$ cat src/rtl/keccak_arbiter_pkg.sv
// Shared constants for the Keccak-core arbiter: stream widths, Kyber mode codes
// and the sequencer state encoding.
package keccak_arbiter_pkg;

  localparam int unsigned KC_BW_DATA  = 64;
  localparam int unsigned KC_BW_IBLEN = 16;
  localparam int unsigned KC_BW_OBLEN = 16;

  localparam logic [1:0] MODE_SHAKE128 = 2'b00;
  localparam logic [1:0] MODE_SHAKE256 = 2'b01;
  localparam logic [1:0] MODE_SHA3_256 = 2'b10;
  localparam logic [1:0] MODE_SHA3_512 = 2'b11;

  typedef enum logic [1:0] {
    S_IDLE = 2'd0,
    S_BUSY = 2'd1,
    S_ERR  = 2'd2,
    S_DONE = 2'd3
  } arb_state_t;

endpackage

$ cat src/rtl/keccak_arbiter_rr_arbiter.sv
// Combinational round-robin picker: searches upward from ptr with wrap-around,
// returning the one-hot winner and its index.
module rr_arbiter #(
  parameter int unsigned N  = 4,
  parameter int unsigned IW = (N > 1) ? $clog2(N) : 1
) (
  input  logic [N-1:0]  req,
  input  logic [IW-1:0] ptr,
  output logic [N-1:0]  grant,
  output logic [IW-1:0] idx,
  output logic          valid
);

  int unsigned   cand;
  logic [IW-1:0] cand_idx;

  always_comb begin
    grant    = '0;
    idx      = '0;
    valid    = 1'b0;
    cand     = 0;
    cand_idx = '0;
    for (int unsigned i = 0; i < N; i++) begin
      cand = i + 32'(ptr);
      if (cand >= N) cand = cand - N;
      cand_idx = IW'(cand);
      if (!valid && req[cand_idx]) begin
        valid           = 1'b1;
        grant[cand_idx] = 1'b1;
        idx             = cand_idx;
      end
    end
  end

endmodule

$ cat src/rtl/keccak_arbiter.sv
// Shares one keccak core among NUM_REQ requesters: round-robin grant, latched
// mode/lengths per transaction, and stream steering until the core's done.
module keccak_arbiter
  import keccak_arbiter_pkg::*;
#(
  parameter int unsigned NUM_REQ  = 4,
  parameter int unsigned BW_DATA  = KC_BW_DATA,
  parameter int unsigned BW_IBLEN = KC_BW_IBLEN,
  parameter int unsigned BW_OBLEN = KC_BW_OBLEN
) (
  input  logic                         i_clk,
  input  logic                         i_rstn,
  input  logic [NUM_REQ-1:0]           i_req,
  input  logic [2*NUM_REQ-1:0]         i_req_mode,
  input  logic [BW_IBLEN*NUM_REQ-1:0]  i_req_ibytes_len,
  input  logic [BW_OBLEN*NUM_REQ-1:0]  i_req_obytes_len,
  input  logic [BW_DATA*NUM_REQ-1:0]   i_req_ibytes,
  input  logic [NUM_REQ-1:0]           i_req_ibytes_valid,
  output logic [NUM_REQ-1:0]           o_req_ibytes_ready,
  output logic [NUM_REQ-1:0]           o_req_grant,
  output logic [BW_DATA-1:0]           o_req_obytes,
  output logic [NUM_REQ-1:0]           o_req_obytes_valid,
  output logic [NUM_REQ-1:0]           o_req_done,
  output logic [NUM_REQ-1:0]           o_req_err,
  output logic [1:0]                   o_kc_mode,
  output logic [BW_IBLEN-1:0]          o_kc_ibytes_len,
  output logic [BW_OBLEN-1:0]          o_kc_obytes_len,
  output logic [BW_DATA-1:0]           o_kc_ibytes,
  output logic                         o_kc_ibytes_valid,
  input  logic                         i_kc_ibytes_ready,
  input  logic [BW_DATA-1:0]           i_kc_obytes,
  input  logic                         i_kc_obytes_valid,
  input  logic                         i_kc_obytes_done,
  output logic                         o_busy
);

  localparam int unsigned IW = (NUM_REQ > 1) ? $clog2(NUM_REQ) : 1;

  arb_state_t          state;
  logic [IW-1:0]       ptr;
  logic [IW-1:0]       gidx;
  logic [NUM_REQ-1:0]  grant;
  logic [NUM_REQ-1:0]  done;
  logic [NUM_REQ-1:0]  err;
  logic [1:0]          kc_mode;
  logic [BW_IBLEN-1:0] kc_ilen;
  logic [BW_OBLEN-1:0] kc_olen;

  logic [NUM_REQ-1:0]  win_grant;
  logic [IW-1:0]       win_idx;
  logic                win_valid;
  logic [1:0]          win_mode;
  logic [BW_IBLEN-1:0] win_ilen;
  logic [BW_OBLEN-1:0] win_olen;

  rr_arbiter #(
    .N  (NUM_REQ),
    .IW (IW)
  ) u_rr (
    .req   (i_req),
    .ptr   (ptr),
    .grant (win_grant),
    .idx   (win_idx),
    .valid (win_valid)
  );

  assign win_mode = i_req_mode[2*32'(win_idx) +: 2];
  assign win_ilen = i_req_ibytes_len[BW_IBLEN*32'(win_idx) +: BW_IBLEN];
  assign win_olen = i_req_obytes_len[BW_OBLEN*32'(win_idx) +: BW_OBLEN];

  // done/err are one-cycle pulses that coincide with S_DONE
  always_ff @(posedge i_clk or negedge i_rstn) begin
    if (!i_rstn) begin
      state   <= S_IDLE;
      ptr     <= '0;
      gidx    <= '0;
      grant   <= '0;
      done    <= '0;
      err     <= '0;
      kc_mode <= '0;
      kc_ilen <= '0;
      kc_olen <= '0;
    end else begin
      done <= '0;
      err  <= '0;
      unique case (state)
        S_IDLE: begin
          if (win_valid) begin
            gidx    <= win_idx;
            grant   <= win_grant;
            kc_mode <= win_mode;
            kc_ilen <= win_ilen;
            kc_olen <= win_olen;
            state   <= (win_ilen == '0) ? S_ERR : S_BUSY;
          end
        end
        S_BUSY: begin
          if (i_kc_obytes_done) begin
            done  <= grant;
            state <= S_DONE;
          end
        end
        S_ERR: begin
          done  <= grant;
          err   <= grant;
          state <= S_DONE;
        end
        S_DONE: begin
          grant <= '0;
          ptr   <= (gidx == IW'(NUM_REQ - 1)) ? '0 : gidx + 1'b1;
          state <= S_IDLE;
        end
        default: state <= S_IDLE;
      endcase
    end
  end

  always_comb begin
    o_kc_ibytes        = '0;
    o_kc_ibytes_valid  = 1'b0;
    o_req_ibytes_ready = '0;
    o_req_obytes_valid = '0;
    if (state == S_BUSY) begin
      o_kc_ibytes              = i_req_ibytes[BW_DATA*32'(gidx) +: BW_DATA];
      o_kc_ibytes_valid        = i_req_ibytes_valid[gidx];
      o_req_ibytes_ready[gidx] = i_kc_ibytes_ready;
      o_req_obytes_valid[gidx] = i_kc_obytes_valid;
    end
  end

  assign o_req_grant     = grant;
  assign o_req_done      = done;
  assign o_req_err       = err;
  assign o_req_obytes    = i_kc_obytes;
  assign o_kc_mode       = kc_mode;
  assign o_kc_ibytes_len = kc_ilen;
  assign o_kc_obytes_len = kc_olen;
  assign o_busy          = (state != S_IDLE);

endmodule

$ cat config.mk
export PLATFORM = sky130hd
export DESIGN_NAME = keccak_arbiter
export DESIGN_NICKNAME = d
export VERILOG_FILES = /design/src/rtl/keccak_arbiter_pkg.sv /design/src/rtl/keccak_arbiter_rr_arbiter.sv /design/src/rtl/keccak_arbiter.sv
export SDC_FILE = /design/constraint.sdc
export NUM_CORES = 1
export LEC_CHECK = 0
export CAP_MARGIN = 25
export CELL_PAD_IN_SITES_DETAIL_PLACEMENT = 1
export CELL_PAD_IN_SITES_GLOBAL_PLACEMENT = 1
export CORE_AREA = 3 3 256 258
export CTS_CLUSTER_DIAMETER = 200
export DETAILED_ROUTE_END_ITERATION = 16
export DIE_AREA = 0 0 259 261
export PLACE_DENSITY_LB_ADDON = 0.1
export SETUP_SLACK_MARGIN = 0.15
export SLEW_MARGIN = 30
export SYNTH_ARGS = -nofsm -noshare
export SYNTH_HDL_FRONTEND = slang
export SYNTH_SLANG_ARGS = --single-unit
$ cat constraint.sdc
create_clock -name i_clk -period 3.6 [get_ports i_clk]
set_clock_uncertainty 0.1 [all_clocks]
set_input_delay 0.72 -clock i_clk [delete_from_list [all_inputs] [get_ports i_clk]]
set_output_delay 0.72 -clock i_clk [all_outputs]
set_load 0.01 [all_outputs]
# Word level (Yosys, flattened, before mapping)
# Index checks and enable logic that the tools add are counted.
# totals
output_inout_bits	184
wordCells	114
reg_bits	52
# classes
mux	50
shifts	4
eq_ne	6
bitwise_logic	5
n_reduce_logical	18
add_sub_neg	8
magnitude_cmp	14
# ops
operator	count
variable part select 256 x 9 -> 64 bit	1
variable part select 64 x 7 -> 16 bit	2
2-to-1 mux 64 bit	1
2-to-1 mux 4 bit	9
2-to-1 mux 2 bit	12
logical NOT 16 bit	1
one-hot mux 4 bit (2 select lines)	2
< comparator 2 x 3 -> 1 bit (second input constant)	5
2-to-1 mux 1 bit	15
bitwise OR 4 bit	3
binary-select mux 1 bit (select 2 bit)	5
demux 1 bit (select 2 bit)	5
greater-or-equal comparator 2 x 1 -> 1 bit (second input constant)	5
greater-or-equal comparator 3 bit (second input constant)	3
bitwise AND 4 bit	2
logical AND 1 bit	8
one-hot mux 2 bit (4 select lines)	1
variable part select 8 x 4 -> 2 bit	1
subtractor 2 x 1 -> 2 bit (second input constant)	4
adder 2 x 2 -> 3 bit (first input constant)	2
== test 2 bit (second input constant)	3
AND reduction 2 bit	3
nonzero test 2 bit	2
adder 1 x 2 -> 3 bit (first input constant)	1
7 further kinds	9

# Depth between registers and ports, before layout
# depth
depth_word	19
mapped_depth	12
ltp_nobuf	8

# Modules after synthesis
# From an unflattened synthesis, not the netlist that was laid out.
# unflattened
hier_cells	464
area_unflattened_um2	5836.8
# modules_own_cells
mod	area_per_inst_um2	instances	cells_per_inst
keccak_arbiter	5417.7	1	419
rr_arbiter	419.2	1	45

# Worst setup path before layout
# OpenSTA, ideal clock, no wires.
# synth_timing
kind	reg-to-output
startpoint	register gidx[0]
endpoint	output port o_kc_ibytes[55]
path_buffers	3
path_slack_ns	0.790
t_arrival_ns	1.990
required_time_ns	2.780
path_stages_with_launch	6
path_cell_list	dfrtp_1 > clkbuf_1 > buf_2 > buf_1 > mux4_2 > and2_1
# synth_between
elab_chain_cells	2
# synth_rtl
element	line_no	source
start, declared	keccak_arbiter.sv:41	logic [IW-1:0] gidx;
start signal, assigned	keccak_arbiter.sv:89	gidx <= win_idx;
variable part select 256 x 9 -> 64 bit	keccak_arbiter.sv:124	o_kc_ibytes = i_req_ibytes[BW_DATA*32'(gidx) +: BW_DATA];
2-to-1 mux 64 bit	keccak_arbiter.sv:123	if (state == S_BUSY) begin
end, declared	keccak_arbiter.sv:28	output logic [BW_DATA-1:0] o_kc_ibytes,
# No other way between the ends.

# Worst setup path in the final report
# layout_timing
startpoint	register state[1]
endpoint	output port o_req_obytes_valid[3]
# layout_between
elab_chain_cells	2
# layout_rtl
element	line_no	source
start, declared	keccak_arbiter.sv:39	arb_state_t state;
start signal, assigned	keccak_arbiter.sv:94	state <= (win_ilen == '0) ? S_ERR : S_BUSY;
== test 2 x 1 -> 1 bit	keccak_arbiter.sv:123	
2-to-1 mux 4 bit	keccak_arbiter.sv:123	
end, declared	keccak_arbiter.sv:22	output logic [NUM_REQ-1:0] o_req_obytes_valid,
# No other way between the ends.

==> impl_metrics.py <==
metrics = {
    "synthesis": {
        "synth_area_leader_cell": "mux4_2",
        "synth_area_leaders": "mux4_2 (26%), dfrtp_1 (22%), mux2i_1 (12%)",
        "synthCells": 556,
        "synth_seq_cells": 52,
        "synth_area_per_cell_um2": 10.7,
        "syn-num-nets": 1041,
        "yosys_warnings": 0,
        "yosysUniqueCellTypes": 35,
        "synth_area_um2": 5930,
        "synth-seq-area-share_pct": 21.9,
        "synth_top_area_share_pct": 26.2,
    },
    "detailed_routing": {
        "firstDrtPassIters": 4,
        "totalWireLength_mm": 43.9,
        "wl_per_cell_um": 23.5,
        "dr_wl_met2_mm": 22.9,
        "num_vias": 6474,
        "route.detailed.drc": 0,
        "viasPerCell": 3.47,
        "ant_nets": 0,
        "route.layer.met1.wl_mm": 16.1,
        "met3_wirelength_mm": 4.32,
        "first_iter_violations": 198,
        "top_layer": "met5",
    },
    "layout": {
        "drive_gt1_share_pct": 12.4,
        "finalNetCount": 1502,
        "seq_area_um2": 1310,
        "area_delta_synth_final_pct": 106,
        "fillers": 7196,
        "final_common_cell": "clkdlybuf4s50_1",
        "multi_input_area_um2": 3900,
        "final_cell_mix": "clkdlybuf4s50_1 (523), and2_1 (73), mux2i_1 (70)",
    },
    "clock_tree": {
        "clock_sinks": 52,
        "postCtsHoldBufs": 0,
        "cts_resized": 0,
        "clock_tree.buffer_depth": 2,
        "post-cts-setup-buffers": 0,
        "cts_max_level": 2,
        "cts_tree": "built",
        "clk_latency_ps": 320,
        "numCtsBuffers": 5,
        "clock-root-buffer": "clkbuf_16",
        "clkTransAtPathRegs_ps": 80,
    },
    "critical_path": {
        "timing.rr.end": "o_kc_ibytes_len[14]",
        "crit_fanout": 20,
        "reg2reg_depth": 9,
        "rr_startpoint": "ptr[1]",
        "reg2reg_slack_ps": 600,
        "crit_chain": "inv_1, ha_2, buf_4, and3_1, clkdlybuf4s50_1",
        "criticalPathCategory": "reg -> out",
        "startpoint_type": "flop",
        "cpPeakStageDelay_ps": 610,
        "critPathTopFamily": "buffers and inverters",
        "required_ps": 2780,
        "slowest_stage": "clkdlybuf4s50_1",
        "worst-path-buf-inv": 3,
        "startpoint": "state[1]",
        "crit_arrival_ps": 2430,
        "crit_path_end_kind": "output pin",
    },
    "flow_run": {
        "cap_viol_max_count": 0,
    },
    "sta": {
        "final-setup-viol-count": 0,
        "fin_setup_tns_ps": 0,
        "worst_pin_slew_ps": 781,
        "fmax_ghz": 0.307,
        "rsz0062_at_grt": "false",
        "finalHoldViolCount": 0,
        "timing.final.crit_share_pct": 90.4,
        "period_minus_slack_ps": 3250,
        "relSlewSlack_pct": 48.0,
        "drv_slew": 0,
    },
    "place": {
        "hpwl_mm": 38.0,
        "routabilityCongestion": 0.764,
        "portBuffers": 524,
    },
    "floorplanning": {
        "coreArea_um2": 63200,
        "row_count": 92,
        "io_pins": 653,
        "fp.dieW_um": 259,
        "start_util_pct": 9.39,
        "die_h_um": 261,
        "die_area_um2": 67600,
    },
    "power": {
        "intPower_mw": 4.57,
        "switching_share_pct": 41.9,
        "power_mw": 7.86,
        "power_frac_comb_pct": 79.3,
        "ir_drop_mv": 0.217,
        "p_leak_nw": 4.47,
        "p_sw_mw": 3.29,
        "pwr-share-clk_pct": 7.0,
        "power_density_nw_per_um2": 644,
        "seqPwrFrac_pct": 13.7,
    },
    "global_route": {
        "overflow": 0,
        "grt_usage_pct": 12.4,
        "grt_pass1_wl_mm": 59.3,
        "grt_max_degree": 32,
        "grt_pass1_vias": 7363,
        "antenna_found_initial": 7,
    },
    "min_path": {
        "hold_class": "in -> async",
    },
    "run_status": {
        "status": "finished, final reports clean",
    },
}
-- worst register-to-register path: cells and delay by family, from the launching register on --
kind / cells / cell delay, ps
AOI/OAI and AO/OA: 2 / 450
adders and majority gates: 1 / 400
buffers and inverters: 2 / 370
DFF: 1 / 530
muxes: 2 / 640
and+or+nand+nor: 2 / 380
-- per-stage QoR --
| step | instances | util, % | area, um^2 | setup slack, ps | hold WS [ps] |
|---|---|---|---|---|---|
| after global placement | 1855 | 19.0 | 12000 | 172 | 376 |
| after global routing | 1866 | 19.3 | 12200 | 155 | 394 |
| after floorplan | 556 | - | 5930 | 790 | 324 |
| after detailed placement | 1855 | 19.0 | 12000 | 102 | 376 |
| final | 1868 | 19.3 | 12200 | 346 | 365 |
| after CTS | 1863 | 19.3 | 12200 | 161 | 375 |
-- worst max-delay path by stage --
stage	endpoint	slack (ps)	cells after the start
finish	o_req_obytes_valid[3]	350	5
global route	o_kc_ibytes[41]	160	5
CTS	o_kc_ibytes[35]	160	5
detailed placement	o_kc_obytes_len[11]	100	8
global placement	o_kc_ibytes_len[8]	170	8
floorplan	o_kc_ibytes[55]	790	5
-- registers in the layout, summed over array words and instances (netlist names) --
signal           count
o_kc_ibytes_len     16
o_kc_obytes_len     16
o_req_done           4
o_req_err            4
o_req_grant          4
gidx                 2
o_kc_mode            2
ptr                  2
state                2
-- cell usage after synthesis --
cell type   n
o32a_1      1
nand4_1     4
nand2b_1    4
a21oi_1     7
a211oi_1    1
nand3b_1    1
o21ai_0     9
clkbuf_1   29
nor2b_1     2
or2_2       1
ha_1       16
buf_1       5
buf_2       4
a22o_1      4
nand2_1    42
mux2i_1    70
mux4_2     69
nor4_1     17
or2_1       1
a21o_1      2
and3_1      8
xnor2_1     1
o221ai_1   34
nor2b_4     1
mux2_2      2
nor3_1      1
o22ai_1     1
and2_1     73
dfrtp_1    52
inv_1       9
o32ai_1     1
buf_6       5
buf_4      67
nor2_1      5
a22oi_1     7
-- power groups by stage --
| stage | clock [mW] | sequential, mW | combinational [mW] |
|---|---|---|---|
| after floorplan | 0 | 1.10 | 3.25 |
| after global placement | 0 | 1.13 | 6.39 |
| after detailed placement | 0 | 1.11 | 6.40 |
| after CTS | 0.610 | 1.11 | 6.41 |
| after global routing | 0.617 | 1.12 | 6.78 |
| final | 0.551 | 1.07 | 6.23 |
-- logic make-up (layout without fill, tap and decap cells) --
logic type               count (synthesis)  after routing  synth area share [%]
AO/OA/AOI/OAI                           67             67                  8.65
XOR/XNOR                                 1              1                 0.148
adder cells (fa/ha/maj)                 16             16                  3.37
buffers and inverters                  119            581                  12.5
flip-flops                              52             52                  21.9
multiplexers                           141            141                  38.4
other                                    0              4                     0
AND/OR/NAND/NOR                        160            160                  15.0
-- metal layers --
| layer | track usage [%] | vias to the layer above |
|---|---|---|
| met5 | 0 | - |
| met4 | 2.69 | 4 |
| met3 | 5.35 | 21 |
| met2 | 22.5 | 316 |
| met1 | 13.2 | 3152 |
| li1 | - | 2981 |
-- layout make-up --
class	instances	share of cell area (%)
well taps	846	8.67
flip-flops and latches	52	10.7
multi-input cells	385	32.0
clock buffers	7	1.17
diodes	4	0.0820
repair buffers	564	47.0
clock inverters	1	0.0615
inverters	9	0.277
No activity file was read; power rests on OpenSTA's default activity.
